<file path="config.mk">
export PLATFORM = sky130hd
export DESIGN_NAME = sequence_generator_io_flat
export DESIGN_NICKNAME = d
export VERILOG_FILES = /design/src/rtl/sequence_generator_io_pkg.sv /design/src/rtl/sequence_generator_io_if.sv /design/src/rtl/sequence_generator_io_pattern_window.sv /design/src/rtl/sequence_generator_io.sv /design/src/flat_wrapper.sv
export SDC_FILE = /design/constraint.sdc
export NUM_CORES = 1
export LEC_CHECK = 0
export BUFFER_PORTS_ARGS = -buffer_cell sky130_fd_sc_hd__buf_4
export CAP_MARGIN = 25
export CORE_MARGIN = 10
export CORE_UTILIZATION = 30
export CTS_CLUSTER_DIAMETER = 50
export DETAILED_ROUTE_END_ITERATION = 6
export PLACE_DENSITY = 0.51
export SETUP_SLACK_MARGIN = 0.4
export SYNTH_ARGS = -nofsm -noshare
export SYNTH_HDL_FRONTEND = slang
export SYNTH_SLANG_ARGS = --single-unit
</file>
<file path="constraint.sdc">
create_clock -name clock -period 3.53 [get_ports clock]
set_input_delay 0.353 -clock clock [delete_from_list [all_inputs] [get_ports clock]]
set_output_delay 0.353 -clock clock [all_outputs]
set_load 0.005 [all_outputs]
</file>
<file path="src/rtl/sequence_generator_io_pkg.sv">
// Shared types and default constants for the serial pattern generator and
// the matching sequence detector bench.
package seqgen_pkg;

  // Frame sequencing states: wait for a request, emit payload, emit idle gap.
  typedef enum logic [1:0] {
    ST_IDLE  = 2'd0,
    ST_SHIFT = 2'd1,
    ST_GAP   = 2'd2
  } state_t;

  // Defaults shared with the detector side so both agree on the tracked pattern.
  localparam int         DEF_WIDTH   = 16;
  localparam int         DEF_PLEN    = 4;
  localparam logic [3:0] DEF_PATTERN = 4'b1101;
  localparam int         DEF_GAP     = 2;

endpackage

</file>
<file path="src/rtl/sequence_generator_io_if.sv">
// Request/stream bundle between a frame requester and the pattern generator.
// master: the side that requests frames and observes the serial stream.
// slave:  the generator itself.
interface sequence_generator_io_if
  import seqgen_pkg::*;
#(
  parameter int WIDTH = DEF_WIDTH
);

  localparam int HW = $clog2(WIDTH + 1);

  logic             start;
  logic [WIDTH-1:0] data;
  logic             ready;
  logic             o;
  logic             o_valid;
  logic             done;
  logic [HW-1:0]    hits;

  modport master (
    output start,
    output data,
    input  ready,
    input  o,
    input  o_valid,
    input  done,
    input  hits
  );

  modport slave (
    input  start,
    input  data,
    output ready,
    output o,
    output o_valid,
    output done,
    output hits
  );

endinterface

</file>
<file path="src/rtl/sequence_generator_io_pattern_window.sv">
// Sliding history of the last PLEN-1 emitted bits plus a compare of that
// history and the current bit against PATTERN (oldest bit is the MSB).
module pattern_window
  import seqgen_pkg::*;
#(
  parameter int              PLEN    = DEF_PLEN,
  parameter logic [PLEN-1:0] PATTERN = DEF_PATTERN
) (
  input  logic clock,
  input  logic reset,
  input  logic clear,
  input  logic shift_en,
  input  logic bit_in,
  output logic match
);

  logic [PLEN-2:0] window_reg;
  logic [PLEN-2:0] window_next;

  // Shifted view of the history: new bit enters at bit 0, oldest drops off the top.
  generate
    for (genvar gi = 0; gi < PLEN - 1; gi++) begin : g_win
      if (gi == 0) begin : g_lsb
        assign window_next[gi] = bit_in;
      end else begin : g_upper
        assign window_next[gi] = window_reg[gi-1];
      end
    end
  endgenerate

  // History register; cleared at frame start so nothing leaks between frames.
  always_ff @(posedge clock or negedge reset) begin
    if (!reset) begin
      window_reg <= '0;
    end else if (clear) begin
      window_reg <= '0;
    end else if (shift_en) begin
      window_reg <= window_next;
    end
  end

  assign match = ({window_reg, bit_in} == PATTERN);

endmodule

</file>
<file path="src/rtl/sequence_generator_io.sv">
// Serial pattern transmitter: captures a WIDTH-bit word, shifts it out
// MSB-first, then forces GAP idle zeros. Counts PATTERN occurrences
// (overlapping) inside each frame and reports them with a done pulse.
module sequence_generator_io
  import seqgen_pkg::*;
#(
  parameter int              WIDTH   = DEF_WIDTH,
  parameter int              PLEN    = DEF_PLEN,
  parameter logic [PLEN-1:0] PATTERN = DEF_PATTERN,
  parameter int              GAP     = DEF_GAP
) (
  input logic                    clock,
  input logic                    reset,
  sequence_generator_io_if.slave bus
);

  localparam int HW = $clog2(WIDTH + 1);
  localparam int CW = $clog2(WIDTH + 1);
  localparam int GW = $clog2(GAP + 1);

  state_t           state_reg,   state_next;
  logic [WIDTH-1:0] shreg_reg,   shreg_next;
  logic [CW-1:0]    bit_cnt_reg, bit_cnt_next;
  logic [GW-1:0]    gap_cnt_reg, gap_cnt_next;
  logic [HW-1:0]    acc_reg,     acc_next;
  logic [HW-1:0]    hits_reg,    hits_next;
  logic             done_reg,    done_next;
  logic             o_valid_reg, o_valid_next;

  logic win_clear;
  logic win_shift;
  logic win_match;

  // The serial bit is always the shift register MSB; the register drains to
  // zero during SHIFT, so o is naturally 0 in GAP and IDLE.
  pattern_window #(
    .PLEN    (PLEN),
    .PATTERN (PATTERN)
  ) u_window (
    .clock    (clock),
    .reset    (reset),
    .clear    (win_clear),
    .shift_en (win_shift),
    .bit_in   (shreg_reg[WIDTH-1]),
    .match    (win_match)
  );

  // State register.
  always_ff @(posedge clock or negedge reset) begin
    if (!reset) begin
      state_reg <= ST_IDLE;
    end else begin
      state_reg <= state_next;
    end
  end

  // Datapath registers; every output is taken straight from one of these.
  always_ff @(posedge clock or negedge reset) begin
    if (!reset) begin
      shreg_reg   <= '0;
      bit_cnt_reg <= '0;
      gap_cnt_reg <= '0;
      acc_reg     <= '0;
      hits_reg    <= '0;
      done_reg    <= 1'b0;
      o_valid_reg <= 1'b0;
    end else begin
      shreg_reg   <= shreg_next;
      bit_cnt_reg <= bit_cnt_next;
      gap_cnt_reg <= gap_cnt_next;
      acc_reg     <= acc_next;
      hits_reg    <= hits_next;
      done_reg    <= done_next;
      o_valid_reg <= o_valid_next;
    end
  end

  // Next-state and datapath update for the IDLE -> SHIFT -> GAP frame cycle.
  always_comb begin
    state_next   = state_reg;
    shreg_next   = shreg_reg;
    bit_cnt_next = bit_cnt_reg;
    gap_cnt_next = gap_cnt_reg;
    acc_next     = acc_reg;
    hits_next    = hits_reg;
    done_next    = 1'b0;
    o_valid_next = o_valid_reg;
    win_clear    = 1'b0;
    win_shift    = 1'b0;

    case (state_reg)
      ST_IDLE: begin
        if (bus.start) begin
          shreg_next   = bus.data;
          bit_cnt_next = '0;
          acc_next     = '0;
          win_clear    = 1'b1;
          o_valid_next = 1'b1;
          state_next   = ST_SHIFT;
        end
      end

      ST_SHIFT: begin
        win_shift    = 1'b1;
        shreg_next   = {shreg_reg[WIDTH-2:0], 1'b0};
        bit_cnt_next = bit_cnt_reg + CW'(1);
        // Only count once a full pattern's worth of this frame has been sent.
        if (win_match && (bit_cnt_reg >= CW'(PLEN - 1))) begin
          acc_next = acc_reg + HW'(1);
        end
        if (bit_cnt_reg == CW'(WIDTH - 1)) begin
          gap_cnt_next = '0;
          o_valid_next = 1'b0;
          state_next   = ST_GAP;
        end
      end

      ST_GAP: begin
        gap_cnt_next = gap_cnt_reg + GW'(1);
        if (gap_cnt_reg == GW'(GAP - 1)) begin
          // Publish the count and pulse done in the first IDLE cycle.
          hits_next  = acc_reg;
          done_next  = 1'b1;
          state_next = ST_IDLE;
        end
      end

      default: begin
        state_next = ST_IDLE;
      end
    endcase
  end

  assign bus.ready   = (state_reg == ST_IDLE);
  assign bus.o       = shreg_reg[WIDTH-1];
  assign bus.o_valid = o_valid_reg;
  assign bus.done    = done_reg;
  assign bus.hits    = hits_reg;

endmodule

</file>
<file path="src/flat_wrapper.sv">
// flat-port wrapper written by rule: the top's interface ports become plain ports
module sequence_generator_io_flat import seqgen_pkg::*;
#(
  parameter int              WIDTH   = DEF_WIDTH,
  parameter int              PLEN    = DEF_PLEN,
  parameter logic [PLEN-1:0] PATTERN = DEF_PATTERN,
  parameter int              GAP     = DEF_GAP
)
  (clock, reset, bus_start, bus_data, bus_ready, bus_o, bus_o_valid, bus_done, bus_hits);
  sequence_generator_io_if #(.WIDTH(WIDTH)) bus_i ();
  input logic clock;
  input logic reset;
  input wire logic [$bits(bus_i.start)-1:0] bus_start;
  input wire logic [$bits(bus_i.data)-1:0] bus_data;
  output wire logic [$bits(bus_i.ready)-1:0] bus_ready;
  output wire logic [$bits(bus_i.o)-1:0] bus_o;
  output wire logic [$bits(bus_i.o_valid)-1:0] bus_o_valid;
  output wire logic [$bits(bus_i.done)-1:0] bus_done;
  output wire logic [$bits(bus_i.hits)-1:0] bus_hits;
  assign bus_i.start = bus_start;
  assign bus_i.data = bus_data;
  assign bus_ready = bus_i.ready;
  assign bus_o = bus_i.o;
  assign bus_o_valid = bus_i.o_valid;
  assign bus_done = bus_i.done;
  assign bus_hits = bus_i.hits;
  sequence_generator_io #(.WIDTH(WIDTH), .PLEN(PLEN), .PATTERN(PATTERN), .GAP(GAP)) u_core (.clock(clock), .reset(reset), .bus(bus_i));
endmodule
</file>
# Yosys cells after proc, flatten, opt, wreduce, memory -nomap -nowiden

Index checks and enable logic that the tools add are counted.

Bits of input ports: 19
Logic and storage cells: 55
Flip-flop bits (word level): 40
Output and inout bits: 9

Add/subtract/negate cells: 3
Muxes and demuxes: 22
Reduce and logical (&&, ||, !) cells: 11
Eq/ne operators: 9
Order comparisons: 1

Operators with widths:

| kind                                                   | number |
|---|---|
| one-hot mux 16 bit (2 select lines)                    | 1 |
| one-hot mux 5 bit (2 select lines)                     | 2 |
| two-way mux 16 bit                                     | 1 |
| adder 5 x 1 -> 5 bit (second input constant)           | 2 |
| two-way mux 5 bit                                      | 2 |
| AND reduction 3 bit                                    | 3 |
| two-way mux 2 bit                                      | 4 |
| two-way mux 1 bit                                      | 7 |
| two-way mux 3 bit                                      | 2 |
| inequality test 2 x 1 -> 1 bit (second input constant) | 3 |
| one-hot mux 2 bit (3 select lines)                     | 1 |
| AND reduction 2 bit                                    | 3 |
| nonzero test 2 bit                                     | 3 |
| == test 5 x 4 -> 1 bit (second input constant)         | 1 |
| >= comparator 5 x 2 -> 1 bit (second input constant)   | 1 |
| == test 2 x 1 -> 1 bit (second input constant)         | 2 |
| == test 4 bit (second input constant)                  | 1 |
| one-hot mux 2 bit (2 select lines)                     | 1 |
| adder 2 x 1 -> 2 bit (second input constant)           | 1 |
| == test 2 bit (second input constant)                  | 1 |
| zero test 2 bit                                        | 1 |
| inequality test 2 bit (second input constant)          | 1 |
| one-hot mux 1 bit (2 select lines)                     | 1 |
| logical AND 1 bit                                      | 1 |

# Depth between registers and ports, before layout

Word-level depth: 4
Gate-level depth with buffers: 6
Gate-level depth less buffers: 6

# Modules after synthesis

From an unflattened synthesis, not the netlist that was laid out.

Cell total of the unflattened synthesis: 185
Area total of the unflattened synthesis: 1863.0 µm²

Modules (own cells, without submodules):

| module                | times used | cells each | area each (µm²) | sequential area each (µm²) |
|---|---|---|---|---|
| sequence_generator_io | 1          | 175        | 1736.7          | 925.9 |
| pattern_window        | 1          | 10         | 126.4           | 75.1 |

# Worst setup path before layout

No wires, ideal clock.

Kind: register to register
Start point: reg u_core.bit_cnt_reg[0]
End point: reg u_core.acc_reg[3]
Library setup time: 79 ps
Buffers on the path: 0
Data required time: 3451 ps
Cell stages (with the launch flop): 6
Setup slack: 2031 ps
Arrival time: 1420 ps
Path through: dfrtp_1 > ha_1 > nor4_1 > a211oi_4 > nand4_1 > mux2i_1

Longest elaborated chain between the ends: 4

Ends and longest elaborated chain:

| element                                  | RTL line                     | RTL |
|---|---|---|
| from (decl)                              | sequence_generator_io.sv:23  | `logic [CW-1:0] bit_cnt_reg, bit_cnt_next;` |
| from (signal assigned)                   | sequence_generator_io.sv:69  | `bit_cnt_reg <= bit_cnt_next;` |
| >= comparator 5 x 2 -> 1 bit             | sequence_generator_io.sv:108 | `if (win_match && (bit_cnt_reg >= CW'(PLEN - 1))) begin` |
| logical AND 1 bit                        | sequence_generator_io.sv:108 |  |
| inequality test 2 x 1 -> 1 bit (no line) | --                           |  |
| AND reduction 3 bit (no line)            | --                           |  |
| to (signal assigned)                     | sequence_generator_io.sv:71  | `acc_reg <= acc_next;` |
| to (decl)                                | sequence_generator_io.sv:25  | `logic [HW-1:0] acc_reg, acc_next;` |

No other way between the ends.
A chain may end at the register's enable or synchronous reset.

# Final worst setup path

Start point: reg u_core.state_reg[0]
End point: reg u_core.acc_reg[2]

Longest elaborated chain between the ends: 3
Elaborated cells on any way between the ends: 7

Ends and longest elaborated chain:

| element                                                          | RTL line                    | RTL |
|---|---|---|
| from (decl)                                                      | sequence_generator_io.sv:21 | `state_t state_reg, state_next;` |
| from (signal assigned)                                           | sequence_generator_io.sv:53 | `state_reg <= state_next;` |
| == test 2 x 1 -> 1 bit / zero test 2 bit (equally long branches) | sequence_generator_io.sv:91 | `case (state_reg)` |
| inequality test 2 x 1 -> 1 bit (no line) (tied with other cells) | --                          |  |
| AND reduction 3 bit (no line)                                    | --                          |  |

Several ways; a longest one is shown, not always the timed one.

==> results.md <==
- The post-route worst hold slack is 0.0391 ns.
- The count of endpoints failing setup in the final report is 0.
- The max-slew violation count came to 0.
- The clock reaches the later pin of the worst-skew pair after 0.28 ns.
- Dividing the synthesized area by the synthesized cell count gives between 9 and 10 um2.
- The portion of the post-synthesis area used by sequential elements is 0.552.
- Across the VDD grid, the largest voltage drop is roughly 0.28 mV.
- The upper clock frequency limit is between 500 and 600 MHz.
- The critical path class is reg -> reg.
- The max-slew headroom at the worst pin is 0.366.
- The share of total power dissipated in combinational logic is 0.323.
- Yosys mapped the design onto 30 distinct sky130hd cell types.
- The register with the most flip-flops in the layout has 16 of them.
- The floorplan die area is 9560 um2.
- The total of warnings raised by yosys is 0.
- The power per unit of standard cell area is between 700 and 800 nW/um2.
- The prevailing post-synth register cell is sky130_fd_sc_hd__dfrtp_1.
- The number of gates resized after CTS is 0.
- For this run, global-route usage on met3 was measured as 0.0345.
- The mean number of vias per cell is 4.72.
- STA classifies the critical path endpoint as a register.
- The static leakage is 0.00101 uW.
- Of the total synthesized cell area, the portion taken by full adders, half adders and majority gates is 0.0276.
- The switching share of power is 0.358.
- Data on the critical path arrives at its endpoint at 1.97 ns.
- The endpoint identified for the worst register-to-register timing path is u_core.acc_reg[2].
- During placement, the flow inserted port buffers numbering 27.
- The worst-case clock skew is 0.00165 ns.
- The width of the chip is 97.8 um.
- The antenna violation net count after detailed routing is 0.
- The number of nets handed over by synthesis was 214.
- For this run, the total global-route usage over all layers was measured as 0.0803.
- Of the total synthesized cell area, the portion taken by AND, OR, NAND and NOR gates is 0.211.
- The number of nets in the layout is between 200 and 250.
- Counting flops and latches in the post-synthesis netlist gives 40.
- Along the worst path, the maximum fanout reaches 28.
- The repair_antennas step left the layout with diodes totalling 0.
- The fraction of power consumed by the clock network is 0.200.
- For this run, design rule violations remaining after detail routing come to 0.
- The top cell type's share of synthesized area is 0.552.
- The run finished with clean final reports.
- The share of synthesized registers carrying an async set or reset is 1.00.
- The detailed router's first-iteration violation count is 75.
- The mapped netlist covers 1810 um2.
- The total negative slack for setup checks is 0 ns.
- The initial antenna violation count came to 0.
- The worst reg-to-reg path cell count is 4.
- Ranked by instance count, the synthesized netlist is headed by 51 x sky130_fd_sc_hd__nand2_1, 40 x sky130_fd_sc_hd__dfrtp_1, 22 x sky130_fd_sc_hd__nor2_1.
- Yosys mapped a number of flops with a built-in enable equal to 0.
- The post-DP HPWL is 2560 um.
- The count of mapped cells out of synthesis is about 190.
- Summed over all layers, the routed wires come to 3780 um.
- The design area is around 2200 um2.
- In this run the critical register-to-register path is launched from u_core.state_reg[0].
- The largest total area in the synthesized netlist belongs to sky130_fd_sc_hd__dfrtp_1.
- The largest family of logic cells by synthesized area is simple AND/OR/NAND/NOR gates.
- Measured along the y axis, the die boundary spans 97.8 um.
- Of the total power, registers draw 0.477.
- The number of sinks driven by the clock tree is 40.
- The required time of the worst setup path is ~3.7 ns.
- The net load switching power is 547 uW.
- The total area inside the core boundary comes to 5890 um2.
- The deepest level of the CTS H-tree is 2.
- The tree is rooted in a sky130_fd_sc_hd__clkbuf_8.
- The TritonCTS buffer count is 5.
- The worst setup path is launched from a register.
- Max-cap violations in this run came to 0.
- The compound-gate portion of the synthesized area is 0.115.
- Sorting the synthesized cells by area gives the leading types as sky130_fd_sc_hd__dfrtp_1 55%, sky130_fd_sc_hd__nand2_1 11%, sky130_fd_sc_hd__a31oi_1 5.2%, sky130_fd_sc_hd__nor2_1 4.6%, sky130_fd_sc_hd__mux2_2 3.1%.
- 28 I/O pins were placed.
- After layout, the minimum clock period comes to 1.79 ns.
- The CTS tree is yes.
- The first-pass GRT wire length is 6510 um.
- For this design, the CTS-stage hold fixing added 0 buffers.
- Dividing the detail-routed wire length by the instance count gives 12.9 um.
- The number of global-route vias before repair is 1,431.
- The met1 routing resource usage after global routing is 0.0968.
- At the pin with the least slew margin, the transition time is 0.950 ns.
- After clock tree synthesis, the clock-pin slew on the worst setup and hold paths is 0.07 ns.
- The most frequent cell after synthesis is sky130_fd_sc_hd__nand2_1.
- The setup slack of the worst register-to-register path is 1.74 ns.
- The worst-case clock buffer depth is 2.
- Measured against the total synthesized area, the mux share comes to 0.0476.
- The overall via count from detail_route is 1,384.
- Setup repair after global routing left no endpoint under its margin.
- The placed standard-cell area is 2070 um2.
- The first-pass detailed-route iteration total is 4.
- Cell internal power was estimated by the tool at 981 uW.
- The number of cell rows is 28.
- The path class of the tightest hold or removal check is in -> async.
- The most crowded layer after global routing is met2.
- The global-route track usage on met2 is 0.123.
- The leftover overflow at the end of global routing is 0.
- In the final layout, the share of cells above drive strength 1 is 0.193.
- The largest net degree at the start of global routing is 42.
- After layout, the design draws a total of 1530 uW.
- The post-synthesis share of cell area spent on xor and xnor gates is 0.00483.
- The post-CTS setup buffer count is 0.
- The area growth from synthesis to layout is 19.2%.
- The number of hold violations in the final report came to 0.
- Of the available clock period, the critical path in the final layout requires 0.508.
- The starting utilization of the core area is 0.308.
- The global placement routability congestion is around 0.73.
## cell families after synthesis
| family | after synthesis |
|---|---|
| mux | 8 |
| xor+xnor | 1 |
| simple gates | 90 |
| compound gates | 32 |
| buf+inv | 16 |
| flops | 40 |
| fa+ha+maj | 4 |
## power by group through the flow
stage	Sequential (uW)	Combinational [uW]	Clock, uW
final	729	493	305
after floorplan	709	396	0
after CTS	728	502	321
after global placement	733	494	0
after detailed placement	735	502	0
after global routing	751	585	340
## per-stage QoR
stage,utilization,worst slack (ns),instances
floorplan,-,2.03,191
global placement,0.352,1.76,285
detailed placement,0.352,1.75,285
CTS,0.367,1.73,293
global route,0.367,1.60,293
finish,0.367,1.74,293
## per-layer routing
| layer | vias up | share of wire | routed length (um) |
|---|---|---|---|
| met4 | 0 | 0.0082 | 31 |
| li1 | 695 | - | - |
| met1 | 659 | 0.49 | 1840 |
| met3 | 2 | 0.063 | 238 |
| met2 | 28 | 0.44 | 1670 |
| met5 | - | 0 | 0 |
## how the worst max path moves through the flow
stage | start | to | slack (ns) | cells after the start
floorplan | u_core.bit_cnt_reg[0] | u_core.acc_reg[3] | 2.03 | 5
global placement | u_core.state_reg[0] | u_core.acc_reg[2] | 1.76 | 4
detailed placement | u_core.state_reg[0] | u_core.acc_reg[2] | 1.75 | 4
CTS | u_core.state_reg[0] | u_core.acc_reg[2] | 1.73 | 4
global route | u_core.state_reg[0] | u_core.acc_reg[2] | 1.60 | 4
finish | u_core.state_reg[0] | u_core.acc_reg[2] | 1.74 | 4
## placed cells by master (no fill, tap or decap), types with 2 or more instances in the layout
cell                       synthesis  layout
sky130_fd_sc_hd__dfrtp_1          40      40
sky130_fd_sc_hd__inv_1             6       6
sky130_fd_sc_hd__nand4_1           2       2
sky130_fd_sc_hd__mux2i_1           3       3
sky130_fd_sc_hd__nand2b_1          2       2
sky130_fd_sc_hd__a21oi_1           5       5
sky130_fd_sc_hd__o21ai_0           6       6
sky130_fd_sc_hd__nand3_1           7       7
sky130_fd_sc_hd__buf_4             1      29
sky130_fd_sc_hd__nor2_1           22      22
sky130_fd_sc_hd__clkbuf_1          4       2
sky130_fd_sc_hd__ha_1              4       4
sky130_fd_sc_hd__clkbuf_8          0       6
sky130_fd_sc_hd__nand2_1          51      51
sky130_fd_sc_hd__a31oi_1          15      15
sky130_fd_sc_hd__mux2_2            5       5
## critical path, stage by stage, from the launching register on
cell,delay [ns]
sky130_fd_sc_hd__dfrtp_1,0.45
sky130_fd_sc_hd__or3b_1,0.80
sky130_fd_sc_hd__nand2_1,0.19
sky130_fd_sc_hd__a21oi_1,0.05
sky130_fd_sc_hd__a31o_1,0.18
## area by class of cell
cell class / count / area (um2)
Clock buffer: 8 / 90.1
Fill cell: 626 / 3720
Inverter: 6 / 22.5
Multi-Input combinational cell: 135 / 737
Sequential cell: 40 / 1000
Tap cell: 75 / 93.8
Timing Repair Buffer: 29 / 218
Note: power is estimated with default switching activity, not from simulation.
